File: src/rtl/sine_ctrl_pkg.sv
// Shared types and constants for the sine reference
// soft-start/soft-stop sequencer.
package sine_ctrl_pkg;

  typedef enum logic [2:0] {
    IDLE      = 3'd0,
    START_EN  = 3'd1,
    RAMP_UP   = 3'd2,
    RUN       = 3'd3,
    RAMP_DN   = 3'd4,
    STOP_WAIT = 3'd5
  } state_e;

  localparam int unsigned MI_FULL_SCALE = 32767;

  localparam logic [31:0] START_FREQ_INC_DEFAULT =
    32'h00A3D70A;

endpackage

File: src/rtl/ramp_tick_gen.sv
// Step-rate prescaler: one tick every DIV clocks
// while run is high; clr restarts the count.
module ramp_tick_gen #(
  parameter int unsigned DIV = 100000
) (
  input  logic clk,
  input  logic rst_n,
  input  logic run,
  input  logic clr,
  output logic tick
);

  localparam int CW = (DIV > 1) ? $clog2(DIV) : 1;
  localparam logic [CW-1:0] LAST = CW'(DIV - 1);

  logic [CW-1:0] cnt;
  logic          last;

  assign last = (cnt == LAST);

  always_ff @(posedge clk or negedge rst_n) begin
    if (!rst_n) begin
      cnt <= '0;
    end else if (clr) begin
      cnt <= '0;
    end else if (run) begin
      cnt <= last ? '0 : cnt + CW'(1);
    end
  end

  assign tick = run & ~clr & last;

endmodule

File: src/rtl/sine_ref_ramp_ctrl.sv
// Soft-start/soft-stop sequencer slewing the sine
// generator's enable, frequency and modulation index.
module sine_ref_ramp_ctrl
  import sine_ctrl_pkg::*;
#(
  parameter int          DATA_WIDTH     = 16,
  parameter int          PHASE_WIDTH    = 32,
  parameter int          LUT_ADDR_WIDTH = 8,
  parameter int unsigned RAMP_DIV       = 100000,
  parameter logic [PHASE_WIDTH-1:0] START_FREQ_INC =
    PHASE_WIDTH'(START_FREQ_INC_DEFAULT)
) (
  input  logic                      clk,
  input  logic                      rst_n,
  input  logic                      start,
  input  logic                      stop,
  input  logic [PHASE_WIDTH-1:0]    target_freq_inc,
  input  logic [DATA_WIDTH-1:0]     target_mi,
  input  logic [DATA_WIDTH-1:0]     mi_step,
  input  logic [PHASE_WIDTH-1:0]    freq_step,
  input  logic [LUT_ADDR_WIDTH-1:0] phase,
  output logic                      gen_enable,
  output logic [PHASE_WIDTH-1:0]    freq_increment,
  output logic [DATA_WIDTH-1:0]     modulation_index,
  output logic [2:0]                state_o,
  output logic                      at_target
);

  localparam int DW1 = DATA_WIDTH + 1;
  localparam int PW1 = PHASE_WIDTH + 1;
  localparam logic [DATA_WIDTH-1:0] MI_MAX =
    {1'b0, {(DATA_WIDTH-1){1'b1}}};

  state_e                  state, state_n;
  logic [DATA_WIDTH-1:0]   mi_q, mi_n, tgt_mi;
  logic [PHASE_WIDTH-1:0]  freq_q, freq_n;
  logic                    en_q, en_n;
  logic                    at_tgt_q, at_tgt_n;
  logic                    phase_msb_q;
  logic                    wrap;
  logic                    tick;
  logic                    run;
  logic                    clr;
  logic                    unused_phase_lsbs;

  // Saturating move of x toward t; a zero step counts
  // as one. The extra bit keeps the distance exact.
  function automatic logic [DATA_WIDTH-1:0] slew_mi(
    input logic [DATA_WIDTH-1:0] x,
    input logic [DATA_WIDTH-1:0] t,
    input logic [DATA_WIDTH-1:0] s
  );
    logic [DATA_WIDTH:0] st, d, r;
    st = (s == '0) ? DW1'(1) : {1'b0, s};
    if (t >= x) begin
      d = {1'b0, t} - {1'b0, x};
      r = (d <= st) ? {1'b0, t} : {1'b0, x} + st;
    end else begin
      d = {1'b0, x} - {1'b0, t};
      r = (d <= st) ? {1'b0, t} : {1'b0, x} - st;
    end
    return DATA_WIDTH'(r);
  endfunction

  function automatic logic [PHASE_WIDTH-1:0] slew_freq(
    input logic [PHASE_WIDTH-1:0] x,
    input logic [PHASE_WIDTH-1:0] t,
    input logic [PHASE_WIDTH-1:0] s
  );
    logic [PHASE_WIDTH:0] st, d, r;
    st = (s == '0) ? PW1'(1) : {1'b0, s};
    if (t >= x) begin
      d = {1'b0, t} - {1'b0, x};
      r = (d <= st) ? {1'b0, t} : {1'b0, x} + st;
    end else begin
      d = {1'b0, x} - {1'b0, t};
      r = (d <= st) ? {1'b0, t} : {1'b0, x} - st;
    end
    return PHASE_WIDTH'(r);
  endfunction

  assign tgt_mi = (target_mi > MI_MAX) ? MI_MAX
                                       : target_mi;

  assign wrap = phase_msb_q & ~phase[LUT_ADDR_WIDTH-1];
  assign unused_phase_lsbs = ^phase[LUT_ADDR_WIDTH-2:0];

  assign run = (state != IDLE);
  assign clr = (state == IDLE) || (state == START_EN);

  ramp_tick_gen #(
    .DIV (RAMP_DIV)
  ) u_tick (
    .clk   (clk),
    .rst_n (rst_n),
    .run   (run),
    .clr   (clr),
    .tick  (tick)
  );

  always_comb begin
    state_n = state;
    mi_n    = mi_q;
    freq_n  = freq_q;
    en_n    = en_q;
    unique case (state)
      IDLE: begin
        if (start && !stop) begin
          state_n = START_EN;
          freq_n  = START_FREQ_INC;
          mi_n    = '0;
          en_n    = 1'b1;
        end
      end
      START_EN: begin
        state_n = stop ? RAMP_DN : RAMP_UP;
      end
      RAMP_UP: begin
        if (stop) begin
          state_n = RAMP_DN;
        end else if (tick) begin
          mi_n   = slew_mi(mi_q, tgt_mi, mi_step);
          freq_n = slew_freq(freq_q, target_freq_inc,
                             freq_step);
          if (mi_n == tgt_mi &&
              freq_n == target_freq_inc) begin
            state_n = RUN;
          end
        end
      end
      RUN: begin
        if (stop) begin
          state_n = RAMP_DN;
        end else if (tick) begin
          mi_n   = slew_mi(mi_q, tgt_mi, mi_step);
          freq_n = slew_freq(freq_q, target_freq_inc,
                             freq_step);
        end
      end
      RAMP_DN: begin
        if (tick) begin
          mi_n = slew_mi(mi_q, '0, mi_step);
          if (mi_n == '0) begin
            state_n = STOP_WAIT;
          end
        end
      end
      STOP_WAIT: begin
        // Disable only on a fundamental-cycle boundary.
        if (wrap) begin
          state_n = IDLE;
          en_n    = 1'b0;
          freq_n  = '0;
          mi_n    = '0;
        end
      end
      default: begin
        state_n = IDLE;
        en_n    = 1'b0;
        freq_n  = '0;
        mi_n    = '0;
      end
    endcase
    at_tgt_n = (state_n == RUN) &&
               (mi_n == tgt_mi) &&
               (freq_n == target_freq_inc);
  end

  always_ff @(posedge clk or negedge rst_n) begin
    if (!rst_n) begin
      state       <= IDLE;
      mi_q        <= '0;
      freq_q      <= '0;
      en_q        <= 1'b0;
      at_tgt_q    <= 1'b0;
      phase_msb_q <= 1'b0;
    end else begin
      state       <= state_n;
      mi_q        <= mi_n;
      freq_q      <= freq_n;
      en_q        <= en_n;
      at_tgt_q    <= at_tgt_n;
      phase_msb_q <= phase[LUT_ADDR_WIDTH-1];
    end
  end

  assign gen_enable       = en_q;
  assign freq_increment   = freq_q;
  assign modulation_index = mi_q;
  assign state_o          = state;
  assign at_target        = at_tgt_q;

endmodule

File: config.mk
export PLATFORM = sky130hd
export DESIGN_NAME = sine_ref_ramp_ctrl
export DESIGN_NICKNAME = d
export VERILOG_FILES = /design/src/rtl/sine_ctrl_pkg.sv /design/src/rtl/ramp_tick_gen.sv /design/src/rtl/sine_ref_ramp_ctrl.sv
export SDC_FILE = /design/constraint.sdc
export NUM_CORES = 1
export LEC_CHECK = 0
export BUFFER_PORTS_ARGS = -buffer_cell sky130_fd_sc_hd__buf_2
export CAP_MARGIN = 20
export CORE_MARGIN = 3
export CORE_UTILIZATION = 50
export CTS_CLUSTER_DIAMETER = 200
export DETAILED_ROUTE_END_ITERATION = 8
export PLACE_DENSITY_LB_ADDON = 0.25
export SYNTH_ARGS = -nofsm -noshare
export SYNTH_HDL_FRONTEND = slang
export SYNTH_HIERARCHICAL = 1
export SYNTH_SLANG_ARGS = --single-unit
File: constraint.sdc
create_clock -name clk -period 10.6 [get_ports clk]
set_input_delay 0.53 -clock clk [delete_from_list [all_inputs] [get_ports clk]]
set_output_delay 0.53 -clock clk [all_outputs]
set_load 0.03 [all_outputs]
Yosys cells after proc, flatten, opt, wreduce, memory -nomap -nowiden:

Cells that the tools add are included.

* output and inout bits: 53
* word-level logic and storage cells: 112
* bits in registers: 71
* input port bits: 108

* magnitude comparators: 10
* reductions and logical operators: 15
* equal/unequal tests: 13
* add/subtract/negate cells: 10
* bitwise operators: 6
* muxes and demuxes: 51

Operators by type and width (number)
* $mux 32: 13
* $mux 16: 20
* $pmux 32 s5: 1
* $pmux 16 s6: 1
* $le 33x32->1: 2
* $sub 32x32->33: 2
* $eq 32x32->1: 2
* $mux 17: 3
* $le 17x17->1: 2
* $sub 16x16->17: 2
* $add 32x32->32: 1
* $eq 16x16->1: 2
* $ge 32x32->1: 1
* $logic_not 16->1: 2
* $logic_not 32->1: 1
* $sub 32x32->32: 1
* $mux 3: 9
* $pmux 3 s6: 1
* $add 17x1->17 const B: 1
* $eq 17x17->1 const B: 1
* $le 17x16->1: 1
* $sub 1x16->17 const A: 1
* $add 16x16->16: 1
* $ge 1x16->1 const A: 1
* 22 further kinds: 33

Longest topological paths before layout:

Gate-level depths: netlist of run 1.

* depth in word-level cells: 18
* depth in mapped cells: 33
* gate-level depth less buffers: 29

By module:

The synthesis of run 1 kept the hierarchy.

By module, submodules not included
* sine_ref_ramp_ctrl: times used 1, area an instance 19663.9 um^2, seq. area each 1351.3 um^2, cells an instance 2774
* ramp_tick_gen: times used 1, area an instance 1074.8 um^2, seq. area each 425.4 um^2, cells an instance 116

Least setup slack after synthesis of run 1:

Ideal clock, no wire load.

* kind: in2reg
* from: input port target_freq_inc[1]
* to: register at_tgt_q, in the netlist at_target
* path buffers: 1
* setup time: 0.107 ns
* path slack: 3.796 ns
* cell stages on the path: 29
* arrival time: 6.697 ns
* required time: 10.493 ns
* path through: clkbuf_1 -> inv_1 -> ha_1 -> nor2b_1 -> o21ai_0 -> a21boi_0 -> o21ai_0 -> nand2b_1 -> a21o_1 -> a21o_1 -> a221oi_1 -> o21ai_0 -> a311oi_1 -> nor2_1 -> a221oi_1 -> xnor2_1 -> ha_1 -> a21oi_1 -> o221ai_1 -> a21o_1 -> a211oi_1 -> o32ai_2 -> and2_1 -> a22oi_1 -> mux2_1 -> or4_1 -> a2111oi_2 -> nand4b_1 -> a2111oi_4

* longest elaborated chain between the ends: 16
* elaborated cells on any way between the ends: 26
* those cells by class: 2 x add/sub; 3 x order compare; 3 x eq/ne; 15 x mux; 3 x reduce/logical

Ends and longest elaborated chain
* from (decl): line sine_ref_ramp_ctrl.sv:17 `input logic [PHASE_WIDTH-1:0] target_freq_inc,`
* $sub 32x32->33 (on tied branches): line sine_ref_ramp_ctrl.sv:76, sine_ref_ramp_ctrl.sv:73
* $le 33x32->1 (on tied branches): line sine_ref_ramp_ctrl.sv:77, sine_ref_ramp_ctrl.sv:74
* $mux 32 (on tied branches): line sine_ref_ramp_ctrl.sv:77, sine_ref_ramp_ctrl.sv:74
* $mux 32: line sine_ref_ramp_ctrl.sv:72 `if (t >= x) begin`
* $mux 32: line sine_ref_ramp_ctrl.sv:121 `end else if (tick) begin`
* $mux 32: line sine_ref_ramp_ctrl.sv:119 `if (stop) begin`
* $mux 32: line sine_ref_ramp_ctrl.sv:106 `unique case (state)`
* $eq 32x32->1: line sine_ref_ramp_ctrl.sv:126 `freq_n == target_freq_inc) begin`
* $logic_and 1x1->1: line sine_ref_ramp_ctrl.sv:125 `if (mi_n == tgt_mi &&`
* $mux 3: line sine_ref_ramp_ctrl.sv:125
* $mux 3: line sine_ref_ramp_ctrl.sv:121
* $mux 3: line sine_ref_ramp_ctrl.sv:119
* $pmux 3 s6: line sine_ref_ramp_ctrl.sv:106
* $eq 3x2->1: line sine_ref_ramp_ctrl.sv:164 `at_tgt_n = (state_n == RUN) &&`
* $logic_and 1x1->1: line sine_ref_ramp_ctrl.sv:164
* $logic_and 1x1->1 (*): line sine_ref_ramp_ctrl.sv:165 `(mi_n == tgt_mi) &&`
* net at_tgt_n: line sine_ref_ramp_ctrl.sv:38 `logic at_tgt_q, at_tgt_n;`
* to (signal assigned): line sine_ref_ramp_ctrl.sv:182 `at_tgt_q <= at_tgt_n;`
* to (decl): line sine_ref_ramp_ctrl.sv:38

The timed path passes the listed nets; every way through them passes the cells marked *. The select of a mux whose other input is x is not followed.
A chain may end at the register's enable or synchronous reset.

Worst setup path in the final report of run 1:

* from: register freq_q[1], in the netlist freq_increment[1]
* to: register at_tgt_q, in the netlist at_target

* longest elaborated chain between the ends: 16
* elaborated cells on any way between the ends: 30
* those cells by class: 4 x add/sub; 3 x order compare; 3 x eq/ne; 17 x mux; 3 x reduce/logical

Ends and longest elaborated chain
* from (decl): line sine_ref_ramp_ctrl.sv:36 `logic [PHASE_WIDTH-1:0] freq_q, freq_n;`
* from (signal assigned): line sine_ref_ramp_ctrl.sv:180 `freq_q <= freq_n;`
* $sub 32x32->33 (on tied branches): line sine_ref_ramp_ctrl.sv:76, sine_ref_ramp_ctrl.sv:73
* $le 33x32->1 (on tied branches): line sine_ref_ramp_ctrl.sv:77, sine_ref_ramp_ctrl.sv:74
* $mux 32 (on tied branches): line sine_ref_ramp_ctrl.sv:77, sine_ref_ramp_ctrl.sv:74
* $mux 32: line sine_ref_ramp_ctrl.sv:72
* $mux 32: line sine_ref_ramp_ctrl.sv:121
* $mux 32: line sine_ref_ramp_ctrl.sv:119
* $mux 32: line sine_ref_ramp_ctrl.sv:106
* $eq 32x32->1: line sine_ref_ramp_ctrl.sv:126
* $logic_and 1x1->1: line sine_ref_ramp_ctrl.sv:125
* $mux 3: line sine_ref_ramp_ctrl.sv:125
* $mux 3: line sine_ref_ramp_ctrl.sv:121
* $mux 3: line sine_ref_ramp_ctrl.sv:119
* $pmux 3 s6: line sine_ref_ramp_ctrl.sv:106
* $eq 3x2->1: line sine_ref_ramp_ctrl.sv:164
* $logic_and 1x1->1: line sine_ref_ramp_ctrl.sv:164
* $logic_and 1x1->1 (*): line sine_ref_ramp_ctrl.sv:165
* net at_tgt_n: line sine_ref_ramp_ctrl.sv:38

Marks and branches as above.

==> out/metrics.yaml, run 1 <==
clocking:
  cts_buffers: 9
  clk_pin_slew_ns: 0.06
  htreeDepth: 3
  cts_tree: "yes"
  clk_latency_ns: 0.37
  cts_setup_buffers: 0
  cts_buffer_depth: 2
  clockRootBuffer: "clkbuf_16"
  cts_resized: 0
  cts_sinks: 71
  postCtsHoldBufs: 0
logic_synthesis:
  avgSynthCellArea_um2: 7.18
  synth.mux.area_fraction: 0.00857
  synth_area_leaders: "ha_1 (18%), dfrtp_1 (8.6%), xnor2_1 (6.8%)"
  synth_cells: 2890
  yosysUniqueCellTypes: 116
  syn_area_um2: 20700
  ys_ff_latch: 71
  synth-simple-area-share: 0.222
  synthAdderAreaFrac: 0.189
  seq_area_frac_synth: 0.0857
  synth_top_family_by_area: "compound AO/OA/AOI/OAI gates"
  yosysTopAreaCellShare: 0.182
  synth-xor-area-share: 0.0920
  async_flop_share: 1.00
  synth_compound_area_frac: 0.321
  synthFlopType: "dfrtp_1"
  synth_fp_nets: 3307
  synth-edff-count: 0
  yosysWarnings: 6
  synth_area_leader_cell: "ha_1"
place:
  dpl.hpwl_mm: 78.2
  routabilityCongestion: 1.09
  portBuffers: 153
route:
  wl_per_cell_um: 27.9
  drtPass1Iterations: 9
  num_vias: 23900
  ant_nets: 0
  route.detailed.drc: 0
  drt_iter0_markers: 3643
  drt_wl_total_mm: 95.2
  viasPerCell: 7.02
timing:
  rsz0062_at_grt: "false"
  setup_viol: 0
  maxSlewViolCount: 0
  clock_skew_ns: 0.0119
  slew_headroom: 0.233
  hold_viol: 0
  worstMarginPinSlew_ns: 1.13
  min_period_ns: 9.39
  timing.fmax_ghz: 0.107
  setup_tns_ns: 0
  min_period_over_period: 0.885
global_route:
  grt_pass1_wl_mm: 139
  grt_pass1_vias: 21500
  antenna_found_initial: 3
  grtUsageTotal: 0.410
  grt-ovfl-total: 0
  grt_max_degree: 72
floorplanning:
  ios: 161
  start_util: 0.514
  dieArea_um2: 44000
  core_um2: 40400
  std_cell_rows: 73
  die_h_um: 210
  die_x_um: 210
setup_path:
  crit_fanout: 21
  end_kind: "flip-flop"
  worstPathRequired_ns: 10.86
  start_kind: "flip-flop"
  r2r_start: "freq_increment[1]"
  path_class: "reg2reg"
  worst_ep_arrival_time_ns: 9.64
  rr_worst_depth: 27
  r2r_setup_slack_ns: 1.21
  r2r_end: "at_target"
power:
  p_leak_uw: 0.00986
  ir_drop_mv: 0.0825
  p_per_area_nw_per_um2: 117
layout:
  synthToLayoutAreaGrowth_pct: 4.91
  nets: 3293
  final_layout_size_suffix_gt1_frac: 0.0958
  utilization: 0.539
status:
  status: "completed"
hold_path:
  hold_class: "in2reg"
  hp-start: "phase[7]"
  holdPathStages: 1
  hold_end: "phase_msb_q"
flow_run:
  max-cap-violations: 0
==> cell families (layout without fill, tap and decap cells) <==
family | Yosys count | count (layout)
mux | 17 | 17
flops | 71 | 71
xor+xnor | 217 | 217
other cells | 2 | 6
fa+ha+maj | 309 | 309
buf+inv | 413 | 404
compound gates | 961 | 961
simple gates | 900 | 900
==> metal layers <==
layer | track usage | part of all wire | vias to the layer above
met5 | 0 | 0.0017 | -
met4 | 0.0924 | 0.028 | 6
met3 | 0.159 | 0.15 | 214
met2 | 0.563 | 0.39 | 1701
met1 | 0.599 | 0.43 | 11400
li1 | - | - | 10600
==> sequential cells by signal (all words and copies together) (netlist names) <==
register / cells
freq_increment: 32
u_tick/cnt: 17
modulation_index: 16
state_o: 3
at_target: 1
gen_enable: 1
phase_msb_q: 1
==> synth_stat cells (9+ instances only) <==
| cell | count |
|---|---|
| ha_1 | 301 |
| a21oi_1 | 246 |
| nand2_1 | 216 |
| inv_1 | 202 |
| nor2_1 | 197 |
| o21ai_0 | 164 |
| xnor2_1 | 161 |
| clkbuf_1 | 131 |
| nor3_1 | 77 |
| nand3_1 | 76 |
| a21o_1 | 73 |
| dfrtp_1 | 71 |
| buf_2 | 61 |
| nand4_1 | 57 |
| xor2_1 | 55 |
| nor2b_1 | 43 |
| nand2b_1 | 37 |
| o22ai_1 | 37 |
| o211ai_1 | 34 |
| a211oi_1 | 31 |
| a221oi_1 | 31 |
| nor4_1 | 31 |
| and3_1 | 28 |
| o21bai_1 | 28 |
| o221ai_1 | 27 |
| o31ai_1 | 23 |
| or2_2 | 23 |
| o2111ai_1 | 21 |
| a31oi_1 | 20 |
| and2_1 | 20 |
| o21a_1 | 20 |
| or3_1 | 20 |
| a2111oi_0 | 15 |
| a211o_1 | 15 |
| mux2i_1 | 13 |
| o21ai_1 | 13 |
| or4_1 | 12 |
| a21boi_0 | 10 |
| a221o_1 | 9 |
| and4_1 | 9 |
| nor3b_1 | 9 |
| o311ai_0 | 9 |
==> cells in the final DEF, fill, tap and decap left out, types with 34 or more instances in the layout <==
cell / count
nand2b_1: 37
nor2b_1: 43
buf_2: 153
xnor2_1: 161
dfrtp_1: 71
nor2_1: 197
a21oi_1: 246
ha_1: 301
inv_1: 202
a21o_1: 73
o22ai_1: 37
nand2_1: 216
xor2_1: 55
o211ai_1: 34
nand4_1: 57
o21ai_0: 164
nand3_1: 76
nor3_1: 76
==> cell type report <==
type / count / area, um2
fillers: 4005 / 18600
repair buffers: 180 / 961
clock buffers: 12 / 256
multi-input cells: 2406 / 17300
diodes: 4 / 10.0
inverters: 208 / 783
flip-flops and latches: 71 / 1780
clock inverters: 4 / 28.8
well taps: 525 / 657
==> power breakdown <==
part           internal, uW  switching [uW]  total (uW)
sequential              293            63.7         357
combinational           622            1250        1870
clock                   172             139         311
total                  1090            1450        2540
==> worst max-delay path, stage by stage (launching register included) <==
cell       delay [ns]
dfrtp_1          0.54
ha_1             0.33
nor2b_1          0.14
o21ai_0          0.29
a21boi_0         0.18
o21ai_0          0.18
nand2b_1         0.13
a21o_1           0.19
a21o_1           0.21
a221oi_1         0.73
o21ai_0          0.46
a311oi_1         0.63
nor2_1           0.14
a221oi_1         0.34
xnor2_1          0.11
ha_1             0.32
nand3_1          0.11
o221ai_1         0.34
a21o_1           0.13
a211oi_1         0.05
o32ai_2          0.70
nand2_1          0.69
o221a_2          0.47
o21ai_0          0.31
o21ai_0          0.22
a2111oi_2        0.75
nand4b_1         0.26
a2111oi_4        0.32
==> metrics by stage <==
stage                     power, uW  hold WS [ns]  instances  setup slack, ns  area [um2]
after global placement         2110         0.508       3386             1.42       21400
after CTS                      2450         0.293       3402             1.68       21700
after global routing           2660         0.299       3407            0.858       21700
final                          2540         0.301       3410             1.21       21800
after detailed placement       2130         0.516       3386             1.37       21400
after floorplan                1590         0.234       2890             3.80       20700
==> how the worst max path moves through the flow <==
| stage | startpoint | endpoint |
|---|---|---|
| finish | freq_increment[1] | at_target |
| global route | freq_increment[1] | at_target |
| CTS | freq_increment[1] | at_target |
| detailed placement | target_freq_inc[1] | at_target |
| global placement | target_freq_inc[1] | at_target |
| floorplan | target_freq_inc[1] | at_target |
(Power assumes the default switching activity.)
==> run 2: changes to the inputs <==
- RECOVER_POWER: unset -> 50
==> out/metrics.yaml, run 2 (synthesis results as in run 1) <==
place:
  routabilityCongestion: 1.09  # unchanged
  portBuffers: 153  # unchanged
  preCtsSetupSlack_ns: 1.37  # unchanged
  placed_area_um2: 21400  # unchanged
  dpl.hpwl_mm: 78.2  # unchanged
setup_path:
  r2r_end: "at_target"  # unchanged
  crit_fanout: 21  # unchanged
  critPathBufInv: 2  # was 0
  slowest_delay_ns: 0.73  # was 0.75 ns
  worstPathRequired_ns: 10.86  # about the same
  path_depth: 29  # was 27
  crit_end: "at_target"  # unchanged
  crit_path_top_delay_cell: "a221oi_1"  # was a2111oi_2
  start_kind: "input pin"  # was flip-flop
  path_delay_family: "compound AO/OA/AOI/OAI gates"  # unchanged
  r2r_setup_slack_ns: 1.15  # was 1.21 ns
  crit_path_start: "target_freq_inc[1]"  # was freq_increment[1]
  worst_ep_arrival_time_ns: 9.71  # was 9.64 ns
  rr_worst_depth: 27  # unchanged
  path_class: "in2reg"  # was reg2reg
  r2r_start: "freq_increment[1]"  # unchanged
  end_kind: "flip-flop"  # unchanged
route:
  num_vias: 23900  # about the same
  wl_per_cell_um: 27.9  # about the same
  drt_wl_total_mm: 95.2  # about the same
  drtPass1Iterations: 9  # unchanged
  drt_iter0_markers: 3818  # was 3643
  viasPerCell: 7.02  # about the same
  route.detailed.drc: 0  # unchanged
  ant_nets: 0  # unchanged
timing:
  setup_tns_ns: 0  # unchanged
  worstMarginPinSlew_ns: 4.28  # was 1.13 ns
  maxSlewViolCount: 72  # was 0
  setup_viol: 0  # unchanged
  timing.fmax_ghz: 0.106  # was 0.107 GHz
  slew_headroom: -1.85  # was 0.233
  final.setup.worst_slack_ns: 1.15  # was 1.21 ns
  min_period_over_period: 0.892  # was 0.885
  min_period_ns: 9.45  # was 9.39 ns
  rsz0062_at_grt: "false"  # unchanged
  clock_skew_ns: 0.0118  # was 0.0119 ns
  hold_viol: 0  # unchanged
floorplanning:
  die_h_um: 210  # unchanged
  dieArea_um2: 44000  # unchanged
  start_util: 0.514  # unchanged
  ios: 161  # unchanged
  std_cell_rows: 73  # unchanged
  core_um2: 40400  # unchanged
  die_x_um: 210  # unchanged
clocking:
  clk_pin_slew_ns: 0.06  # about the same
  htreeDepth: 3  # unchanged
  cts_sinks: 71  # unchanged
  cts_setup_buffers: 0  # unchanged
  clockRootBuffer: "clkbuf_16"  # unchanged
  clk_latency_ns: 0.37  # about the same
  cts_buffer_depth: 2  # unchanged
  cts_resized: 0  # unchanged
  cts_buffers: 9  # unchanged
  cts_tree: "yes"  # unchanged
  postCtsHoldBufs: 0  # unchanged
global_route:
  grt_pass1_wl_mm: 139  # unchanged
  grt_max_degree: 72  # unchanged
  grtUsageTotal: 0.410  # unchanged
  grt_pass1_vias: 21500  # unchanged
  grt-ovfl-total: 0  # unchanged
  antenna_found_initial: 3  # unchanged
layout:
  synthToLayoutAreaGrowth_pct: 4.72  # was 4.91%
  final_layout_size_suffix_gt1_frac: 0.0875  # was 0.0958
  final_common_cell: "ha_1"  # unchanged
  utilization: 0.538  # was 0.539
  fillers: 4028  # was 4005
  final_area_um2: 21700  # was 21800 um2
  nets: 3293  # unchanged
  final_cell_mix: "ha_1 (301), a21oi_1 (246), nand2_1 (216)"  # unchanged
  largest_reg_flops: 32  # unchanged
flow_run:
  max-cap-violations: 1  # was 0
power:
  p_leak_uw: 0.00977  # was 0.00986 uW
  ir_drop_mv: 0.0802  # was 0.0825 mV
  seq_power_share: 0.141  # was 0.140
  p_switching_uw: 1450  # about the same
  swShare: 0.572  # about the same
  p_total_uw: 2530  # was 2540 uW
  p_per_area_nw_per_um2: 117  # about the same
  p_comb_frac: 0.737  # about the same
  cellInternalPower_uw: 1080  # was 1090 uW
  p_clk_frac: 0.122  # about the same
status:
  status: "finished, violations left"  # was completed
  violations: "capacitance limit, slew limit"
hold_path:
  hold_class: "in2reg"  # unchanged
## run 2: cell count changes in the layout (fill, tap and decap cells not counted)
cell and delta:
diode_2 -2, buf_4 -1, and2_1 -1, clkbuf_1 +24, buf_2 -23, and2_0 +1
## run 2: final cells by class
type / count / area [um2] / area share
diodes: 2 / 5.00 / 0.000230
clock buffers: 12 / 256 / 0.0118
clock inverters: 4 / 28.8 / 0.00133
inverters: 208 / 783 / 0.0361
multi-input cells: 2406 / 17300 / 0.796
flip-flops and latches: 71 / 1780 / 0.0818
well taps: 525 / 657 / 0.0302
repair buffers: 180 / 928 / 0.0427
## run 2: worst min path at each step
stage                     from          end  slack, ns  cells past startpoint
floorplan                rst_n    at_target       0.23                      0
global placement    gen_enable   gen_enable       0.51                      2
detailed placement  gen_enable   gen_enable       0.52                      2
CTS                   phase[7]  phase_msb_q       0.29                      1
global route          phase[7]  phase_msb_q       0.31                      1
finish                phase[7]  phase_msb_q       0.31                      1
## run 2: metal layers
metal | routed length [um] | track usage
met1 | 41000 | 0.599
met2 | 37000 | 0.563
met3 | 14500 | 0.159
met4 | 2710 | 0.0924
met5 | 16 | 0
## run 2: power groups by stage
stage / Sequential, uW / Combinational, uW / Clock, uW
floorplan: 365 / 1220 / 0
global placement: 357 / 1750 / 0
detailed placement: 360 / 1770 / 0
CTS: 354 / 1780 / 311
global route: 360 / 1980 / 322
finish: 357 / 1870 / 310
## run 2: through the flow
step,hold slack (ns),std cells
after global placement,0.508,3386
after global routing,0.312,3407
after CTS,0.293,3402
after floorplan,0.234,2890
after detailed placement,0.516,3386
final,0.310,3408
